**config.mk**
```make
export PLATFORM = sky130hd
export DESIGN_NAME = uart_rx_frame_parser
export DESIGN_NICKNAME = d
export VERILOG_FILES = /design/src/rtl/uart_rx_frame_parser.sv
export SDC_FILE = /design/constraint.sdc
export NUM_CORES = 1
export LEC_CHECK = 0
export CAP_MARGIN = 20
export CORE_MARGIN = 2
export CORE_UTILIZATION = 25
export DETAILED_ROUTE_END_ITERATION = 10
export GPL_ROUTABILITY_DRIVEN = 0
export MAX_ROUTING_LAYER = met4
export SLEW_MARGIN = 10
export SYNTH_ARGS = -nofsm -noshare
export SYNTH_HDL_FRONTEND = slang
export SYNTH_SLANG_ARGS = --single-unit
```
**constraint.sdc**
```tcl
create_clock -name sys_clk_i -period 2.4 [get_ports sys_clk_i]
set_input_delay 0.48 -clock sys_clk_i [delete_from_list [all_inputs] [get_ports sys_clk_i]]
set_output_delay 0.48 -clock sys_clk_i [all_outputs]
set_load 0.02 [all_outputs]
```
**src/rtl/uart_rx_frame_parser.sv**
```systemverilog
// uart_rx_frame_parser
//
// Pops raw bytes from a UART RX FIFO (standard non-FWFT read port) and hunts
// for frames of the form HDR0, HDR1, LEN, LEN payload bytes, CHK, where CHK is
// (LEN + sum of payload bytes) mod 256. Payload bytes are streamed out on a
// valid/ready interface as they arrive, tagged with start/end of frame. The
// verdict arrives afterwards on frame_done_o/frame_ok_o/err_code_o, so the
// consumer drops a frame whose verdict is bad.
//
// Optional build macro: FRAME_TIMEOUT_EN
//   When defined, an inter-byte idle counter aborts a partially received frame
//   after TIMEOUT_CYCLES clocks without a byte (err_code_o = 3). When not
//   defined, the parser waits indefinitely and TIMEOUT_CYCLES is ignored.
//
// Ports:
//   sys_clk_i        single clock for all logic
//   rst_i            asynchronous, active-high reset
//   fifo_rd_en_o     read strobe to the RX FIFO
//   fifo_dout_i      FIFO data, valid the cycle after fifo_rd_en_o
//   fifo_empty_i     FIFO empty flag
//   m_data_o         payload byte
//   m_valid_o        payload byte valid
//   m_ready_i        downstream accepts the payload byte
//   m_sof_o          first payload byte of a frame (qualified by m_valid_o)
//   m_eof_o          last payload byte of a frame (qualified by m_valid_o)
//   frame_done_o     one-cycle pulse when a frame ends (good or bad)
//   frame_ok_o       verdict, valid while frame_done_o is high
//   err_code_o       0 ok, 1 checksum, 2 length, 3 timeout; held until next verdict
//   frame_ok_cnt_o   good frame counter, wraps
//   frame_err_cnt_o  bad frame counter, wraps
module uart_rx_frame_parser #(
  parameter logic [7:0]  HDR0           = 8'h55,
  parameter logic [7:0]  HDR1           = 8'hAA,
  parameter logic [7:0]  MAX_LEN        = 8'd64,
  parameter logic [19:0] TIMEOUT_CYCLES = 20'd500000
) (
  input  logic        sys_clk_i,
  input  logic        rst_i,
  output logic        fifo_rd_en_o,
  input  logic [7:0]  fifo_dout_i,
  input  logic        fifo_empty_i,
  output logic [7:0]  m_data_o,
  output logic        m_valid_o,
  input  logic        m_ready_i,
  output logic        m_sof_o,
  output logic        m_eof_o,
  output logic        frame_done_o,
  output logic        frame_ok_o,
  output logic [1:0]  err_code_o,
  output logic [15:0] frame_ok_cnt_o,
  output logic [15:0] frame_err_cnt_o
);

  typedef enum logic [2:0] {
    ST_HUNT0   = 3'd0,
    ST_HUNT1   = 3'd1,
    ST_LEN     = 3'd2,
    ST_PAYLOAD = 3'd3,
    ST_CHK     = 3'd4
  } state_t;

  localparam logic [1:0] ERR_OK      = 2'd0;
  localparam logic [1:0] ERR_CHK     = 2'd1;
  localparam logic [1:0] ERR_LEN     = 2'd2;
  localparam logic [1:0] ERR_TIMEOUT = 2'd3;

  state_t      state_q, state_d;
  state_t      byte_state;
  logic        rd_pend_q, rd_pend_d;
  logic [7:0]  m_data_q, m_data_d;
  logic        m_valid_q, m_valid_d;
  logic        m_sof_q, m_sof_d;
  logic        m_eof_q, m_eof_d;
  logic        first_q, first_d;
  logic [7:0]  rem_q, rem_d;
  logic [7:0]  sum_q, sum_d;
  logic        frame_done_q, frame_done_d;
  logic        frame_ok_q, frame_ok_d;
  logic [1:0]  err_code_q, err_code_d;
  logic [15:0] ok_cnt_q, ok_cnt_d;
  logic [15:0] err_cnt_q, err_cnt_d;
  logic        byte_vld;
  logic        timeout_hit;

  // One read in flight at most; no new read while a payload byte is held so
  // the verdict for CHK can never overtake the last payload byte.
  assign fifo_rd_en_o = !rst_i && !fifo_empty_i && !rd_pend_q && !m_valid_q;
  // Non-FWFT FIFO: data presented the cycle after the read strobe.
  assign byte_vld     = rd_pend_q;

`ifdef FRAME_TIMEOUT_EN
  logic [19:0] idle_q, idle_d;

  // idle_q counts clocks since the last captured byte; it reads TIMEOUT-1 on
  // the cycle before the abort is registered, so frame_done_o rises exactly
  // TIMEOUT_CYCLES clocks after the last byte's capture edge.
  always_comb begin
    timeout_hit = (state_q != ST_HUNT0) && (idle_q == TIMEOUT_CYCLES - 20'd1);
    if (byte_vld || (state_q == ST_HUNT0)) begin
      idle_d = '0;
    end else begin
      idle_d = idle_q + 20'd1;
    end
  end

  always_ff @(posedge sys_clk_i or posedge rst_i) begin
    if (rst_i) begin
      idle_q <= '0;
    end else begin
      idle_q <= idle_d;
    end
  end
`else
  logic unused_timeout;
  assign timeout_hit    = 1'b0;
  assign unused_timeout = ^TIMEOUT_CYCLES;
`endif

  always_comb begin
    state_d      = state_q;
    rd_pend_d    = fifo_rd_en_o;
    m_data_d     = m_data_q;
    m_valid_d    = m_valid_q;
    m_sof_d      = m_sof_q;
    m_eof_d      = m_eof_q;
    first_d      = first_q;
    rem_d        = rem_q;
    sum_d        = sum_q;
    frame_done_d = 1'b0;
    frame_ok_d   = 1'b0;
    err_code_d   = err_code_q;
    ok_cnt_d     = ok_cnt_q;
    err_cnt_d    = err_cnt_q;

    if (m_valid_q && m_ready_i) begin
      m_valid_d = 1'b0;
      m_data_d  = '0;
      m_sof_d   = 1'b0;
      m_eof_d   = 1'b0;
    end

    // A timeout drops back to HUNT0 and a byte arriving on the same cycle is
    // parsed as if already in HUNT0.
    byte_state = timeout_hit ? ST_HUNT0 : state_q;

    if (timeout_hit) begin
      state_d      = ST_HUNT0;
      frame_done_d = 1'b1;
      frame_ok_d   = 1'b0;
      err_code_d   = ERR_TIMEOUT;
      err_cnt_d    = err_cnt_q + 16'd1;
    end

    if (byte_vld) begin
      case (byte_state)
        ST_HUNT0: begin
          state_d = (fifo_dout_i == HDR0) ? ST_HUNT1 : ST_HUNT0;
        end
        ST_HUNT1: begin
          if (fifo_dout_i == HDR1) begin
            state_d = ST_LEN;
          end else if (fifo_dout_i == HDR0) begin
            state_d = ST_HUNT1;
          end else begin
            state_d = ST_HUNT0;
          end
        end
        ST_LEN: begin
          if ((fifo_dout_i == 8'd0) || (fifo_dout_i > MAX_LEN)) begin
            state_d      = ST_HUNT0;
            frame_done_d = 1'b1;
            frame_ok_d   = 1'b0;
            err_code_d   = ERR_LEN;
            err_cnt_d    = err_cnt_q + 16'd1;
          end else begin
            state_d = ST_PAYLOAD;
            rem_d   = fifo_dout_i;
            sum_d   = fifo_dout_i;
            first_d = 1'b1;
          end
        end
        ST_PAYLOAD: begin
          m_valid_d = 1'b1;
          m_data_d  = fifo_dout_i;
          m_sof_d   = first_q;
          m_eof_d   = (rem_q == 8'd1);
          first_d   = 1'b0;
          sum_d     = sum_q + fifo_dout_i;
          rem_d     = rem_q - 8'd1;
          if (rem_q == 8'd1) begin
            state_d = ST_CHK;
          end
        end
        ST_CHK: begin
          state_d      = ST_HUNT0;
          frame_done_d = 1'b1;
          if (fifo_dout_i == sum_q) begin
            frame_ok_d = 1'b1;
            err_code_d = ERR_OK;
            ok_cnt_d   = ok_cnt_q + 16'd1;
          end else begin
            frame_ok_d = 1'b0;
            err_code_d = ERR_CHK;
            err_cnt_d  = err_cnt_q + 16'd1;
          end
        end
        default: begin
          state_d = ST_HUNT0;
        end
      endcase
    end
  end

  always_ff @(posedge sys_clk_i or posedge rst_i) begin
    if (rst_i) begin
      state_q      <= ST_HUNT0;
      rd_pend_q    <= 1'b0;
      m_data_q     <= '0;
      m_valid_q    <= 1'b0;
      m_sof_q      <= 1'b0;
      m_eof_q      <= 1'b0;
      first_q      <= 1'b0;
      rem_q        <= '0;
      sum_q        <= '0;
      frame_done_q <= 1'b0;
      frame_ok_q   <= 1'b0;
      err_code_q   <= ERR_OK;
      ok_cnt_q     <= '0;
      err_cnt_q    <= '0;
    end else begin
      state_q      <= state_d;
      rd_pend_q    <= rd_pend_d;
      m_data_q     <= m_data_d;
      m_valid_q    <= m_valid_d;
      m_sof_q      <= m_sof_d;
      m_eof_q      <= m_eof_d;
      first_q      <= first_d;
      rem_q        <= rem_d;
      sum_q        <= sum_d;
      frame_done_q <= frame_done_d;
      frame_ok_q   <= frame_ok_d;
      err_code_q   <= err_code_d;
      ok_cnt_q     <= ok_cnt_d;
      err_cnt_q    <= err_cnt_d;
    end
  end

  assign m_data_o        = m_data_q;
  assign m_valid_o       = m_valid_q;
  assign m_sof_o         = m_sof_q;
  assign m_eof_o         = m_eof_q;
  assign frame_done_o    = frame_done_q;
  assign frame_ok_o      = frame_ok_q;
  assign err_code_o      = err_code_q;
  assign frame_ok_cnt_o  = ok_cnt_q;
  assign frame_err_cnt_o = err_cnt_q;

endmodule

```
==> results.json, run 1 <==
{
  "ant_nets": 0,
  "ff_latch_area_um2": 1700,
  "synth_edf_count": 0,
  "yosysWarnings": 0,
  "dieArea_um2": 15700,
  "fp.dieW_um": 125,
  "grt.overflow.total": 0,
  "grt_pass1_wl_um": 15700,
  "synth_top_area_share": 0.463,
  "holdBufCountCts": 0,
  "fin_hold_ws_ns": 0.462,
  "layout.nets": 501,
  "synthMostInstantiatedCell": "dfrtp_1",
  "drc": 0,
  "synth.yosys.seq_area_share": 0.463,
  "fmaxAchievable_ghz": 0.429,
  "status": "complete, no violations",
  "tightestPinTransition_ns": 0.559,
  "port_buffers": 59,
  "first_pass_iters": 4,
  "multi_input_area_um2": 1900,
  "rows": 44,
  "leakagePower_nw": 2.41,
  "vdd_drop_max_mv": 0.386,
  "synth_fp_nets": 407,
  "arrival_ns": 2.54,
  "h-tree-depth": 3,
  "grt_max_degree": 69,
  "clk_pin_slew_ns": 0.06,
  "root_buffer": "clkbuf_16",
  "clock_latency_ns": 0.33,
  "min_period_over_period": 0.970,
  "worst-path-max-fanout": 16,
  "critical_path_class": "in -> reg",
  "syn_area_um2": 3670,
  "dp.cells": 649,
  "hpwl_um": 6930,
  "antenna_cells": 0,
  "end_kind": "flip-flop",
  "layout-drive-gt1-share": 0.172,
  "synth_seq_cells": 68,
  "cts_buffer_depth": 2,
  "setup_viol": 0,
  "antenna_found_initial": 0,
  "core_um2": 14400,
  "fillCellCount": 1446,
  "synth_common_cells": "68 x dfrtp_1, 51 x nand2_1, 27 x nand3_1",
  "synth-main-ff-cell": "dfrtp_1",
  "grt_pass1_vias": 3197,
  "grtUsageTotal": 0.127,
  "critical_path_required_ns": 2.61,
  "synthToLayoutAreaGrowth_pct": 41.8,
  "pin_count": 60,
  "power.total_mw": 3.15,
  "avgSynthCellArea_um2": 9.59,
  "vias": 3221,
  "yosys.area.top_type": "dfrtp_1",
  "routed_wl_um": 9640,
  "drtIter0Drc": 168,
  "initial_core_util": 0.255,
  "die_y_um": 125,
  "final_cells": 666,
  "hold_path_class": "reg -> reg",
  "final_hold_viol_count": 0,
  "avgViaCountPerCell": 4.84,
  "cts.sinks": 68,
  "max_slew_margin": 0.624,
  "synth_async_sr_flop_share": 1.00,
  "numCtsBuffers": 9,
  "postSynthCellCount": 383,
  "fin_crit_ns": 2.33,
  "rsz0062_at_grt": "yes",
  "slew_viol_final": 0,
  "cp-start-kind": "primary input",
  "ys_top_cells_by_area": "dfrtp_1 46%, xor2_1 5.2%, nand2_1 5.2%",
  "synth_cell_types": 55,
  "cap_violations": 0,
  "wl_per_cell_um": 14.5,
  "clock_skew_ns": 0.00551,
  "pwr_density_cell_nw_per_um2": 606,
  "cts_tree": "built"
}
-- cell usage in the layout (no fill, tap or decap), types with 11 or more instances in the layout --
master           instances
xor2_1                  22
ha_1                    11
o21ai_0                 25
inv_1                   14
clkdlybuf4s50_1         58
nor2_1                  19
buf_4                   37
nand3_1                 27
nand2_1                 51
a21oi_1                 11
dfrtp_1                 68
-- layout make-up --
cell class | instances | share of cell area
flip-flops and latches | 68 | 0.327
clock inverters | 6 | 0.0305
multi-input cells | 284 | 0.365
inverters | 15 | 0.0108
well taps | 184 | 0.0442
clock buffers | 10 | 0.0459
repair buffers | 99 | 0.177
-- state kept, by name, indices dropped and copies added, names as in the netlist, 2 cells and up --
| name | count |
|---|---|
| rem_q | 8 |
| frame_ok_cnt_o | 16 |
| m_data_o | 8 |
| byte_state | 3 |
| err_code_o | 2 |
| sum_q | 8 |
| frame_err_cnt_o | 16 |
-- per-stage QoR --
stage,setup TNS [ns],setup slack [ns],area (µm²),utilization
after floorplan,0,0.158,3670,-
after global placement,-10.58,-0.390,4750,0.329
after detailed placement,-12.03,-0.425,4750,0.329
after CTS,0,0.0160,5160,0.358
after global routing,-0.00669,-0.00382,5210,0.361
final,0,0.0717,5210,0.361
-- what timing repair did --
| action | CTS | global route |
|---|---|---|
| gates resized for setup | 4 | 10 |
| setup buffers | 0 | 1 |
| setup endpoints to repair | 7 | 13 |
| pin swaps | 0 | 4 |
-- where the power goes --
part           leakage [nW]  internal (mW)  switching, mW  total [mW]
clock                 0.193           1.26          0.499        1.75
sequential            0.900           1.16        0.00984        1.17
combinational          1.31          0.104          0.127       0.231
total                  2.41           2.52          0.636        3.15
-- metal layers --
metal | GRT usage | routed length (µm)
met5 | - | 0
met4 | 0.0556 | 165
met3 | 0.0231 | 417
met2 | 0.199 | 4610
met1 | 0.161 | 4440
-- worst max-delay path, stage by stage --
cell and delay [ns]:
clkdlybuf4s50_1 0.45, buf_4 0.17, or3_4 0.40, nor3_4 0.23, o41ai_4 0.12, buf_12 0.17
or3_1 0.38, xnor2_1 0.13
-- worst paths after layout --
check                                                     start  slack (ns)  cells past startpoint                              end
worst min register to register  frame_err_cnt_o[15]$_DFFE_PP0P_        0.46                      1  frame_err_cnt_o[15]$_DFFE_PP0P_
max in group asynchronous                                 rst_i        1.50                      3    frame_ok_cnt_o[3]$_DFFE_PP0P_
worst min-delay path            frame_err_cnt_o[15]$_DFFE_PP0P_        0.46                      1  frame_err_cnt_o[15]$_DFFE_PP0P_
worst max register to register             sum_q[2]$_DFFE_PP0P_        0.29                      7             sum_q[7]$_DFFE_PP0P_
min in group asynchronous                                 rst_i        0.58                      3               byte_vld$_DFF_PP0_
worst max-delay path                             fifo_dout_i[4]        0.07                      8   frame_err_cnt_o[9]$_DFFE_PP0P_
-- cells by family (layout without fill, tap and decap cells) --
logic type | after synthesis | count (layout) | share of synthesized area
AOI/OAI and AO/OA | 70 | 70 | 0.125
xor gates and xnor gates | 32 | 32 | 0.0763
adders and majority gates | 12 | 12 | 0.0429
buffers and inverters | 31 | 130 | 0.0354
DFF | 68 | 68 | 0.463
muxes | 3 | 3 | 0.00920
and+or+nand+nor | 167 | 167 | 0.248
No activity file was read; power rests on OpenSTA's default activity.
==> inputs of run 2 (changes only) <==
==> constraint.sdc (replaced) <==
create_clock -name sys_clk_i -period 2.4 [get_ports sys_clk_i]
set_input_delay 0.48 -clock sys_clk_i [delete_from_list [all_inputs] [get_ports sys_clk_i]]
set_output_delay 0.48 -clock sys_clk_i [all_outputs]
set_load 0.05 [all_outputs]
==> run 2 against run 1 <==
Combinational power up 16%. Core utilization up 0.36 points. Highest routed layer unchanged. Via count up 0.56%. Fmax up 2.1%.
==> results.json, run 2 (synthesized netlist as in run 1, its figures left out) <==
{
  "cap_violations": 0,
  "dieArea_um2": 15700,
  "hp-start": "frame_ok_cnt_o[15]$_DFFE_PP0P_",
  "final_common_cell": "dfrtp_1",
  "vdd_drop_max_mv": 0.296,
  "timing.rr.end": "sum_q[7]$_DFFE_PP0P_",
  "h-tree-depth": 3,
  "clock_skew_ns": 0.00519,
  "clk_pin_slew_ns": 0.05,
  "drc": 0,
  "slew_viol_final": 0,
  "antenna_cells": 0,
  "fin_util": 0.365,
  "routed_wl_um": 9830,
  "vias": 3239,
  "cp-start-kind": "primary input",
  "arrival_ns": 2.54,
  "root_buffer": "clkbuf_16",
  "synthToLayoutAreaGrowth_pct": 43.3,
  "grtUsageTotal": 0.135,
  "drtIter0Drc": 149,
  "core_um2": 14400,
  "first_pass_iters": 4,
  "setup_viol": 0,
  "regToRegSetupSlack_ns": 0.27,
  "rsz0062_at_grt": "no",
  "antenna_found_initial": 0,
  "grt_max_degree": 29,
  "cts_buffer_depth": 2,
  "cts.sinks": 68,
  "tightestPinTransition_ns": 0.587,
  "port_buffers": 59,
  "end_kind": "flip-flop",
  "pin_count": 60,
  "min_period_over_period": 0.950,
  "r2r_cells": 7,
  "tns_ns": 0,
  "post-route-cell-area_um2": 5260,
  "critical_path_required_ns": 2.66,
  "dpl_cell_area_um2": 4820,
  "fillCellCount": 1441,
  "numCtsBuffers": 9,
  "hpwl_um": 7240,
  "clock_latency_ns": 0.33,
  "status": "complete, no violations",
  "avgViaCountPerCell": 4.83,
  "die_y_um": 125,
  "max_slew_margin": 0.609,
  "wl_per_cell_um": 14.7,
  "cts_tree": "built",
  "worst-path-max-fanout": 7,
  "layout.nets": 508,
  "layout_common_cells": "68 x dfrtp_1, 51 x nand2_1, 51 x clkdlybuf4s50_1",
  "hold_path_end": "frame_ok_cnt_o[15]$_DFFE_PP0P_",
  "layout-drive-gt1-share": 0.189,
  "grt_pass1_vias": 3378,
  "leakagePower_nw": 2.43,
  "whs_path_depth": 1,
  "hold_path_class": "reg -> reg",
  "grt.overflow.total": 0,
  "pwr_density_cell_nw_per_um2": 529,
  "rows": 44,
  "initial_core_util": 0.255,
  "holdBufCountCts": 0,
  "ant_nets": 0,
  "fmaxAchievable_ghz": 0.439,
  "r2r-start": "sum_q[3]$_DFFE_PP0P_",
  "final_hold_viol_count": 0,
  "fp.dieW_um": 125,
  "grt_pass1_wl_um": 16800,
  "fin_crit_ns": 2.28,
  "critical_path_class": "in -> reg"
}
-- run 2: cell count changes in the layout (fill, tap and decap cells not counted), sizes merged --
cell	previous run	this run
dlygate4sd2	0	4
clkdlybuf4s50	58	51
buf	40	48
dlymetal6s2s	1	3
bufinv	5	2
-- run 2: where the power goes --
group | internal [mW] | leakage, nW | switching (mW) | total [mW]
Sequential | 1.16 | 0.900 | 0.0114 | 1.17
Combinational | 0.121 | 1.38 | 0.147 | 0.268
Clock | 0.889 | 0.144 | 0.453 | 1.34
Total | 2.17 | 2.43 | 0.611 | 2.78
-- run 2: critical path, stage by stage --
cell and delay [ns]:
dlygate4sd2_1 0.27, buf_4 0.17, ha_1 0.31, buf_4 0.15, nand2_1 0.08, nor3_2 0.21
mux2_2 0.37, or4_1 0.41, nand3_1 0.09
-- run 2: per-stage QoR --
stage	power, mW	instances	setup slack (ns)	hold WS, ns
final	2.78	670	0.121	0.462
after detailed placement	1.44	653	-0.699	0.457
after global placement	1.43	653	-0.644	0.457
after global routing	2.90	670	0.0506	0.482
after CTS	2.81	670	0.00725	0.469
after floorplan	1.32	383	0.151	0.439
-- run 2: what timing repair did --
item                       CTS  global route
gates resized for setup     19             4
cloned                       0             0
pin swaps                    3             0
setup endpoints to repair   34            27
buffers inserted             4             0
-- run 2: layout make-up --
type	instances	area [µm²]	share of cell area
clock buffers	10	229	0.0435
flip-flops and latches	68	1700	0.323
well taps	184	230	0.0438
repair buffers	106	1020	0.194
clock inverters	3	65.1	0.0124
multi-input cells	284	1960	0.373
inverters	15	56.3	0.0107
-- run 2: how the worst max path moves through the flow --
stage                                      endpoint  slack [ns]      startpoint
finish                         sum_q[7]$_DFFE_PP0P_        0.12  fifo_dout_i[5]
global route          frame_ok_cnt_o[9]$_DFFE_PP0P_        0.05  fifo_dout_i[4]
CTS                   frame_ok_cnt_o[5]$_DFFE_PP0P_       0.007  fifo_dout_i[1]
detailed placement    frame_ok_cnt_o[8]$_DFFE_PP0P_       -0.70  fifo_dout_i[2]
global placement     frame_ok_cnt_o[12]$_DFFE_PP0P_       -0.64  fifo_dout_i[2]
floorplan           frame_err_cnt_o[13]$_DFFE_PP0P_        0.15  fifo_dout_i[2]
-- run 2: per-layer routing --
| layer | vias up | part of all wire | GRT usage |
|---|---|---|---|
| met4 | 0 | 0.025 | 0.0614 |
| met2 | 70 | 0.48 | 0.215 |
| met5 | - | 0 | - |
| met3 | 24 | 0.037 | 0.0240 |
| met1 | 1583 | 0.45 | 0.168 |
| li1 | 1562 | - | - |
==> inputs of run 3 (changes only) <==
--- a/config.mk
+++ b/config.mk
@@ -6,10 +6,10 @@
 export NUM_CORES = 1
 export LEC_CHECK = 0
 export CAP_MARGIN = 20
-export CORE_MARGIN = 2
 export CORE_UTILIZATION = 25
 export DETAILED_ROUTE_END_ITERATION = 10
 export GPL_ROUTABILITY_DRIVEN = 0
+export GPL_TIMING_DRIVEN = 0
 export MAX_ROUTING_LAYER = met4
 export SLEW_MARGIN = 10
 export SYNTH_ARGS = -nofsm -noshare
==> run 3 against run 2 <==
Clock-buffer cell count is 1 higher. Die area is 3.2% lower. Combinational power is 19% lower. Clock power is 11% higher. Cell area is 6.1% lower. First-iteration DRC count is 10% higher. Non-clock buffer count is 31 lower. Clock skew is 0.0035 ns higher. Power is 3.4% higher. Via count is 1.6% lower. Hold slack hardly changed. Final cell count is 4.8% lower. Critical endpoint is now frame_err_cnt_o[11]$_DFFE_PP0P_.
==> results.json, run 3 (synthesized netlist as in run 1, its figures left out) <==
{
  "tightestPinTransition_ns": 0.587,
  "avgViaCountPerCell": 5.00,
  "critical_path_required_ns": 2.61,
  "fin_hold_ws_ns": 0.462,
  "fin_crit_ns": 2.31,
  "max_slew_margin": 0.605,
  "fin_util": 0.351,
  "end_kind": "flip-flop",
  "port_buffers": 59,
  "grt_max_degree": 41,
  "grt.overflow.total": 0,
  "hp-start": "frame_ok_cnt_o[15]$_DFFE_PP0P_",
  "critical_path_class": "in -> reg",
  "first_pass_iters": 4,
  "cts_buffer_depth": 2,
  "hold_path_class": "reg -> reg",
  "rsz0062_at_grt": "no",
  "regToRegSetupSlack_ns": 0.22,
  "grtUsageTotal": 0.141,
  "vdd_drop_max_mv": 0.329,
  "dieArea_um2": 15200,
  "whs_path_depth": 1,
  "layout-drive-gt1-share": 0.118,
  "h-tree-depth": 3,
  "clk_pin_slew_ns": 0.06,
  "layout.nets": 477,
  "clock_skew_ns": 0.00872,
  "die_y_um": 123,
  "clock_latency_ns": 0.33,
  "grt_pass1_wl_um": 15700,
  "r2r_cells": 6,
  "min_period_over_period": 0.964,
  "timing.rr.end": "sum_q[7]$_DFFE_PP0P_",
  "status": "complete, no violations",
  "fmaxAchievable_ghz": 0.432,
  "r2r-start": "sum_q[2]$_DFFE_PP0P_",
  "final_common_cell": "dfrtp_1",
  "pin_count": 60,
  "cap_violations": 0,
  "antenna_found_initial": 0,
  "pwr_density_cell_nw_per_um2": 582,
  "setup_viol": 0,
  "drtIter0Drc": 164,
  "cts.sinks": 68,
  "hpwl_um": 6790,
  "routed_wl_um": 9570,
  "root_buffer": "clkbuf_16",
  "rows": 43,
  "core_um2": 14100,
  "worst-path-max-fanout": 10,
  "holdBufCountCts": 0,
  "grt_pass1_vias": 3117,
  "synthToLayoutAreaGrowth_pct": 34.5,
  "arrival_ns": 2.52,
  "vias": 3187,
  "fp.dieW_um": 123,
  "final_hold_viol_count": 0,
  "initial_core_util": 0.261,
  "hold_path_end": "frame_ok_cnt_o[15]$_DFFE_PP0P_",
  "layout_common_cells": "68 x dfrtp_1, 51 x nand2_1, 51 x clkdlybuf4s50_1",
  "ant_nets": 0,
  "drc": 0,
  "numCtsBuffers": 9,
  "cp-start-kind": "primary input",
  "wl_per_cell_um": 15.0,
  "cts_tree": "built",
  "slew_viol_final": 0,
  "antenna_cells": 0,
  "leakagePower_nw": 2.24
}
-- run 3: changes by cell type in the layout (fill, tap and decap cells not counted), sizes merged --
cell / change
clkinv: +1
clkbuf: +12
dlymetal6s2s: -2
buf: -42
inv: +1
dlygate4sd2: +2
-- run 3: timing repair --
item	in CTS	in global routing
endpoints found under the setup margin	41	24
cloned	0	0
pin swaps	1	2
buffers inserted	0	0
gates resized for setup	22	7
-- run 3: stage by stage --
stage / setup TNS [ns] / power, mW / cell area, µm² / std cells / setup WS [ns]
after floorplan: 0 / 1.32 / 3680 / 383 / 0.151
after global placement: -109.61 / 1.38 / 4490 / 622 / -1.16
after detailed placement: -32.09 / 1.39 / 4520 / 623 / -1.07
after CTS: 0 / 2.92 / 4940 / 639 / 0.0228
after global routing: 0 / 3.01 / 4940 / 638 / 0.0323
final: 0 / 2.88 / 4940 / 638 / 0.0875
-- run 3: worst max-delay path, stage by stage --
cell and delay, ns:
dlygate4sd2_1 0.45, ha_4 0.29, nor4_4 0.31, nand3_1 0.19
a21oi_4 0.30, buf_4 0.25, nor4_1 0.08, xor2_1 0.16
-- run 3: worst max path at each step --
| stage | startpoint | endpoint | slack (ns) | cells past startpoint |
|---|---|---|---|---|
| 2_1_floorplan | fifo_dout_i[2] | frame_err_cnt_o[13]$_DFFE_PP0P_ | 0.15 | 7 |
| 3_3_place_gp | rst_i | frame_err_cnt_o[0]$_DFFE_PP0P_ | -1.16 | 2 |
| 3_5_place_dp | fifo_dout_i[3] | frame_err_cnt_o[11]$_DFFE_PP0P_ | -1.07 | 8 |
| 4_1_cts | fifo_dout_i[6] | frame_ok_cnt_o[10]$_DFFE_PP0P_ | 0.02 | 9 |
| 5_1_grt | fifo_dout_i[3] | frame_ok_cnt_o[10]$_DFFE_PP0P_ | 0.03 | 9 |
| 6_report | fifo_dout_i[3] | frame_err_cnt_o[11]$_DFFE_PP0P_ | 0.09 | 8 |
-- run 3: final cells by class --
type,instances,area (µm²)
plain buffers,15,78.8
clock buffers,11,253
clock inverters,5,82.6
fillers,1436,9160
inverters,15,58.8
multi-input cells,284,1940
flip-flops and latches,68,1700
well taps,180,225
repair buffers,60,601
-- run 3: per-layer routing --
metal	vias to the layer above	track usage	wire, µm
li1	1516	-	-
met1	1572	0.183	4460
met2	83	0.208	4470
met3	16	0.0355	470
met4	0	0.0542	164
met5	-	-	0
-- run 3: power breakdown --
group / switching [mW] / total, mW / internal [mW]
Combinational: 0.137 / 0.216 / 0.0791
Clock: 0.520 / 1.49 / 0.970
Sequential: 0.0107 / 1.17 / 1.16
Total: 0.668 / 2.88 / 2.21
